--- config.mk ---
export PLATFORM = sky130hd
export DESIGN_NAME = lmem_arbiter
export DESIGN_NICKNAME = d
export VERILOG_FILES = /design/src/rtl/lmem_arbiter.sv
export SDC_FILE = /design/constraint.sdc
export NUM_CORES = 1
export LEC_CHECK = 0
export ABC_AREA = 1
export ABC_CLOCK_PERIOD_IN_PS = 3600
export CORE_ASPECT_RATIO = 0.6
export CORE_UTILIZATION = 35
export DETAILED_ROUTE_END_ITERATION = 7
export PLACE_DENSITY = 0.78
export SLEW_MARGIN = 20
export SYNTH_ARGS = -nofsm -noshare
export SYNTH_HDL_FRONTEND = slang
export SYNTH_SLANG_ARGS = --single-unit
--- constraint.sdc ---
create_clock -name clk -period 3.6 [get_ports clk]
set_clock_uncertainty 0.15 [all_clocks]
set_input_delay 1.08 -clock clk [delete_from_list [all_inputs] [get_ports clk]]
set_output_delay 1.08 -clock clk [all_outputs]
set_load 0.01 [all_outputs]
--- src/rtl/lmem_arbiter.sv ---
// lmem_arbiter: round-robin arbiter for the shared layer-memory port.
// Optional burst lock is built when LMEM_ARB_LOCK_EN is defined.
module lmem_arbiter #(
    parameter int NREQ = 3,
    parameter int AW   = 12,
    parameter int DW   = 20
) (
    input  logic              clk,
    input  logic              reset_n,
    input  logic [NREQ-1:0]   req,
    input  logic [NREQ-1:0]   we,
    input  logic [3*NREQ-1:0] sel,
    input  logic [AW*NREQ-1:0] addr,
    input  logic [DW*NREQ-1:0] wdata,
    input  logic [NREQ-1:0]   lock,
    output logic [NREQ-1:0]   gnt,
    output logic              rvalid,
    output logic [1:0]        rid,
    output logic [DW-1:0]     rdata,
    output logic [2:0]        csel,
    output logic              cwr,
    output logic [AW-1:0]     caddr_wr,
    output logic [DW-1:0]     cdata_wr,
    output logic              crd,
    output logic [AW-1:0]     caddr_rd,
    input  logic [DW-1:0]     cdata_rd
);

    localparam logic [NREQ-1:0] ONE = NREQ'(1);

`ifdef LMEM_ARB_LOCK_EN
    typedef enum logic [1:0] {IDLE, GRANT, LOCKED} state_t;
`else
    typedef enum logic [1:0] {IDLE, GRANT} state_t;
`endif

    state_t          state, state_n;
    logic [1:0]      ptr, ptr_n;
    logic [1:0]      win;
    logic [1:0]      rd_id;
    logic            found;
    logic [NREQ-1:0] elig;

`ifdef LMEM_ARB_LOCK_EN
    logic [1:0] owner;

    // A locked owner that drops req hands back to round-robin the same cycle.
    always_comb begin
        elig = req & {NREQ{reset_n}};
        if (state == LOCKED && req[owner])
            elig = elig & (ONE << owner);
    end

    always_ff @(posedge clk or negedge reset_n) begin
        if (!reset_n)
            owner <= '0;
        else if (found)
            owner <= win;
    end
`else
    logic unused_lock;
    assign unused_lock = ^lock;
    assign elig = req & {NREQ{reset_n}};
`endif

    always_comb begin
        int idx;
        idx   = 0;
        found = 1'b0;
        win   = ptr;
        for (int k = 0; k < NREQ; k++) begin
            idx = int'(ptr) + k;
            if (idx >= NREQ)
                idx = idx - NREQ;
            if (!found && elig[idx]) begin
                found = 1'b1;
                win   = 2'(idx);
            end
        end
        gnt = found ? (ONE << win) : '0;
    end

    always_comb begin
        state_n = state;
        ptr_n   = ptr;
        unique case (state)
            IDLE:    state_n = found ? GRANT : IDLE;
            GRANT:   state_n = found ? GRANT : IDLE;
`ifdef LMEM_ARB_LOCK_EN
            LOCKED:  state_n = found ? GRANT : IDLE;
`endif
            default: state_n = IDLE;
        endcase
`ifdef LMEM_ARB_LOCK_EN
        if (found && lock[win])
            state_n = LOCKED;
`endif
        if (found)
            ptr_n = (int'(win) + 1 >= NREQ) ? 2'd0 : win + 2'd1;
    end

    always_ff @(posedge clk or negedge reset_n) begin
        if (!reset_n) begin
            state    <= IDLE;
            ptr      <= '0;
            csel     <= '0;
            cwr      <= 1'b0;
            crd      <= 1'b0;
            caddr_wr <= '0;
            caddr_rd <= '0;
            cdata_wr <= '0;
            rd_id    <= '0;
            rvalid   <= 1'b0;
            rid      <= '0;
        end else begin
            state <= state_n;
            ptr   <= ptr_n;
            cwr   <= found && we[win];
            crd   <= found && !we[win];
            if (found) begin
                csel <= sel[3*win +: 3];
                if (we[win]) begin
                    caddr_wr <= addr[AW*win +: AW];
                    cdata_wr <= wdata[DW*win +: DW];
                end else begin
                    caddr_rd <= addr[AW*win +: AW];
                    rd_id    <= win;
                end
            end
            // Memory answers the cycle after crd, so the tag trails by one more.
            rvalid <= crd;
            rid    <= rd_id;
        end
    end

    assign rdata = cdata_rd;

endmodule

Yosys cells after proc, flatten, opt, wreduce, memory -nomap -nowiden
Cells that the tools add are included.
{"block": "op_classes", "n_lt_le_gt_ge": 8, "addsub": 7, "n_bitwise": 2, "n_mul": 3, "muxes": 22, "shift": 4, "n_div": 0, "n_eq_ne": 0, "reduce_logical": 9}
{"op": "32-bit by 4-bit < comparator with 1-bit output (second input constant)", "count": 3}
{"op": "32-bit two-way mux", "count": 3}
{"op": "60-bit by 8-bit variable part select with 20-bit output", "count": 1}
{"op": "36-bit by 7-bit variable part select with 12-bit output", "count": 1}
{"op": "1-bit two-way mux", "count": 10}
{"op": "3-bit by 2-bit greater-or-equal comparator with 1-bit output (second input constant)", "count": 3}
{"op": "9-bit by 5-bit variable part select with 3-bit output", "count": 1}
{"op": "1-bit binary-select mux with 2-bit select", "count": 4}
{"op": "2-bit by 2-bit multiplier with 4-bit output (first input constant)", "count": 2}
{"op": "2-bit two-way mux", "count": 4}
{"op": "3-bit by 2-bit subtractor with 4-bit output (second input constant)", "count": 2}
{"op": "2-bit by 1-bit adder with 3-bit output (second input constant)", "count": 2}
{"op": "3-bit by 2-bit multiplier with 5-bit output (first input constant)", "count": 1}
{"op": "1-bit logical AND", "count": 4}
{"op": "2-bit AND reduction", "count": 2}
{"op": "2-bit by 2-bit adder with 3-bit output (second input constant)", "count": 1}
{"op": "3-bit AND", "count": 1}
{"op": "1-bit zero test", "count": 3}
{"op": "2-bit by 3-bit < comparator with 1-bit output (second input constant)", "count": 1}
{"op": "3-bit two-way mux", "count": 1}
{"op": "1-bit by 2-bit << shifter with 3-bit output (first input constant)", "count": 1}
{"op": "2-bit by 2-bit subtractor with 3-bit output (second input constant)", "count": 1}
{"op": "2-bit by 1-bit adder with 2-bit output (second input constant)", "count": 1}
{"op": "2-bit greater-or-equal comparator (second input constant)", "count": 1}
{"op": "1-bit NOT", "count": 1}
{"block": "word_totals", "latchBits": 0, "ram_bits": 0, "memories": 0, "rom_bits": 0, "elab_cells": 65, "output_inout_bits": 75, "regBits": 56, "inputBits": 136}

Logic depth before layout (Yosys ltp)
Gate-level depths: netlist of the first run.
{"block": "depth", "word_depth": 16, "depth_mapped": 19, "ltp_nobuf": 18}

Least setup slack after synthesis of the first run
No wires, ideal clock.
{"block": "synth_timing", "path_kind": "input -> output", "from": "input port reset_n", "to": "output port gnt[0]", "arrival_ns": 2.456, "required_ns": 2.370, "cell_stages": 12, "path_buffers": 3, "slack_ns": -0.086, "path_cell_list": "buf_4 > nand2_1 > o21ai_1 > nand2_1 > nand3_1 > nand2_4 > nand2_2 > buf_6 > buf_4 > nor2_1 > nand2_1 > inv_1"}
{"block": "synth_via", "elab_chain_len": 13, "word_cells_on_any_way": 22, "cone_classes": "shift (1); mux (16); bitwise (1); reduce/logical (4)"}
{"item": "start, declared", "line": "9", "source": "input logic reset_n,"}
{"item": "3-bit AND (*)", "line": "63", "source": "assign elig = req & {NREQ{reset_n}};"}
{"item": "1-bit binary-select mux with 2-bit select", "line": "75", "source": "if (!found && elig[idx]) begin"}
{"item": "1-bit two-way mux (not written as such) (2 in a row)", "line": "75"}
{"item": "1-bit two-way mux", "line": "75"}
{"item": "1-bit zero test", "line": "75"}
{"item": "1-bit logical AND", "line": "75"}
{"item": "1-bit two-way mux", "line": "75"}
{"item": "1-bit zero test", "line": "75"}
{"item": "1-bit logical AND", "line": "75"}
{"item": "2-bit two-way mux", "line": "75"}
{"item": "1-bit by 2-bit << shifter with 3-bit output", "line": "80", "source": "gnt = found ? (ONE << win) : '0;"}
{"item": "3-bit two-way mux (*)", "line": "80"}
{"item": "end, declared", "line": "16", "source": "output logic [NREQ-1:0] gnt,"}
Every way passes the cells marked *; elsewhere a longest branch is shown, timed or not. The select of a mux whose other input is x is not followed.

Final worst setup path of the first run
{"block": "layout_timing", "from": "input port reset_n", "to": "output port gnt[2]"}
Same word-level chain as after synthesis.

==> impl_metrics.toml, run 1 <==
[status]
run_status = "complete, no violations"

[routing]
viasPerCell = 5.02
ant_nets = 0
initialDrtViolationCount = 185
dr.pass1.iters = 4
routed_wl_mm = 13.2
wire_per_inst_um = 15.9
drc = 0
via_count = 4140

[logic_synthesis]
synth_fp_nets = 679
syn_inst = 540
synth_seq_cells = 56
synth_area_per_cell_um2 = 6.78
synthTopCellsByArea = "dfrtp_1 (38%), nand2_1 (26%), nand3_1 (17%)"
synth_top_area_cell = "dfrtp_1"
synth_cell_type_count = 31
synth_top_area_frac = 0.383
synth_area_mm2 = 0.00366
ys_warn_count = 0
synth_sequential_area_ratio = 0.383

[worst_setup_path]
startpoint_type = "primary input"
crit_type = "in2out"
r2r-start = "ptr[0]$_DFFE_PN0P_"
critPathMaxFanout = 11
r2r_end = "caddr_rd[3]$_DFFE_PN0P_"
end_kind = "primary output"
cp.arrival_ns = 2.32
reg2reg_slack_ns = 0.70
crit_required_ns = 2.37
reg2regPathDepth = 16

[die]
initial_core_util = 0.366
die_x_um = 134
boundaryPins = 211
die-height_um = 81.2
rows = 28
core_area_mm2 = 0.0100
die-area_mm2 = 0.0109

[sta]
hold_violations = 0
relSlewSlack = 0.612
timing.final.crit_share = 0.987
fmax_ghz = 0.282
whs_ns = 0.229
drv_slew = 0
min_period_ns = 3.55
grt_setup_unrepaired = "true"
setup_viol = 0
worstMarginPinSlew_ns = 0.583

[global_routing]
grt_pass1_vias = 4062
grt_pass1_wl_mm = 20.5
grt-ovfl-total = 0
antenna_found_initial = 0
grt_max_degree = 55
grt_use_total = 0.243

[final_layout]
syn_to_final_growth_pct = 56.8
n_antenna_cell = 0
drive_gt1_frac = 0.130
fin_cells = 825
num-nets-final = 828
post-route-util = 0.573

[clock_tree]
clkTransAtPathRegs_ns = 0.08
postCtsHoldBufs = 0
ctsHtreeMaxLevel = 2
cts_max_path_buffers = 2
cts_buffers = 5
numClockSinks = 56
clock-root-buffer = "clkbuf_16"
cts_tree = "done"
clk_latency_ns = 0.29

[placed_design]
place_congestion = 0.884
dp_hpwl_mm = 9.27
dp_cells = 809
portBuffers = 167

[min_path]
hold_end = "rvalid$_DFF_PN0_"
hold_depth = 0
hp-start = "crd$_DFF_PN0_"
hold_path_class = "reg2reg"

[power_and_ir_drop]
powerDensity_mw_per_mm2 = 1270
p_leak_nw = 2.86
vdd_drop_max_mv = 0.567

[run]
maxCapViolCount = 0
-- cell usage in the layout (no fill, tap or decap), types with 2 or more instances in the layout --
| cell type | instances |
|---|---|
| o21ai_0 | 2 |
| nor2_4 | 3 |
| nand2_1 | 246 |
| o21ai_4 | 2 |
| buf_12 | 5 |
| nand2_2 | 9 |
| nand3_4 | 3 |
| inv_1 | 9 |
| inv_2 | 6 |
| nand4_1 | 3 |
| buf_2 | 6 |
| clkinvlp_4 | 2 |
| buf_6 | 2 |
| nand3_1 | 118 |
| clkdlybuf4s50_1 | 160 |
| nand3_2 | 8 |
| buf_4 | 21 |
| ha_4 | 2 |
| dfrtp_1 | 56 |
| clkbuf_16 | 5 |
| nand2_4 | 7 |
| nor2_2 | 2 |
-- registers in the layout, summed over array words and instances, names as in the netlist --
signal,flops
caddr_rd,12
caddr_wr,12
cdata_wr,20
crd,1
csel,3
cwr,1
ptr,2
rd_id,2
rid,2
rvalid,1
-- worst max-delay path by stage --
stage,startpoint,endpoint,cells after the start
detailed placement,req[1],gnt[0],12
floorplan,reset_n,gnt[0],12
global route,reset_n,gnt[2],10
finish,reset_n,gnt[2],10
CTS,reset_n,gnt[1],12
global placement,req[2],gnt[2],10
-- Yosys cell counts --
cell type  number
nand4_2         1
o21ai_1         1
nand2_1       253
nor2_2          1
nand4_1         3
nand3_1       125
ha_1            3
a21boi_1        1
nand3_2         3
nor3_2          1
inv_1           9
inv_2           6
clkbuf_1        7
o21bai_1        1
clkinv_1        1
o21ai_2         1
a21oi_1         1
nor2_4          1
nor3_1          1
nand2_4         2
nand3_4         1
buf_4          29
dfrtp_1        56
inv_4           1
a21oi_2         1
buf_6           2
buf_2          11
buf_1           4
o21ai_0         2
nor2_1          4
nand2_2         7
-- metal layers --
layer	routed length (um)	up-vias	track usage
li1	-	2006	-
met2	5890	215	0.424
met3	1370	17	0.0649
met5	0	-	0
met4	145	0	0.0517
met1	5750	1902	0.304
-- power breakdown --
part	internal, mW	switching (mW)	total [mW]
Clock	0.260	0.235	0.495
Combinational	2.20	3.47	5.67
Sequential	0.964	0.170	1.13
Total	3.42	3.87	7.30
-- logic make-up (layout without fill, tap and decap cells) --
group / after synthesis / in the layout / share of synthesized area
and+or+nand+nor: 403 / 403 / 0.483
adders and majority gates: 3 / 3 / 0.0103
buffers and inverters: 70 / 220 / 0.110
DFF: 56 / 56 / 0.383
AOI/OAI and AO/OA: 8 / 8 / 0.0143
-- metrics by stage --
step / worst slack (ns) / area [um^2] / power [mW] / TNS [ns]
CTS: 0.0000431 / 5680 / 7.20 / 0
global route: -0.0111 / 5740 / 7.98 / -0.0111
global placement: -0.700 / 5390 / 6.40 / -3.93
detailed placement: -0.779 / 5390 / 6.51 / -9.46
floorplan: -0.0354 / 3670 / 4.52 / -0.0354
finish: 0.0481 / 5740 / 7.30 / 0
-- critical path, stage by stage --
cell     delay, ns
buf_8         0.13
nand2_4       0.09
o21ai_4       0.19
nand2_4       0.10
nand3_4       0.12
nand2_1       0.09
nor2_2        0.14
nor2_4        0.05
nor3_2        0.14
buf_2         0.17
-- what timing repair did --
item | in CTS | in global routing
setup endpoints to repair | 3 | 3
pin swaps | 16 | 2
setup buffers | 7 | 1
resized for setup | 50 | 11
-- layout make-up --
| type | count | area, um^2 |
|---|---|---|
| fillers | 907 | 4280 |
| well taps | 135 | 169 |
| clock buffers | 5 | 125 |
| flip-flops and latches | 56 | 1400 |
| inverters | 17 | 66.3 |
| repair buffers | 195 | 1930 |
| multi-input cells | 414 | 2030 |
| clock inverters | 3 | 23.8 |
Power figures use the tool's default switching activity.
==> run 2: changes to the inputs <==
ABC_CLOCK_PERIOD_IN_PS = default   (was 3600)
==> results of run 2 <==
The final DEF is identical to that of run 1; final timing and power are the same.
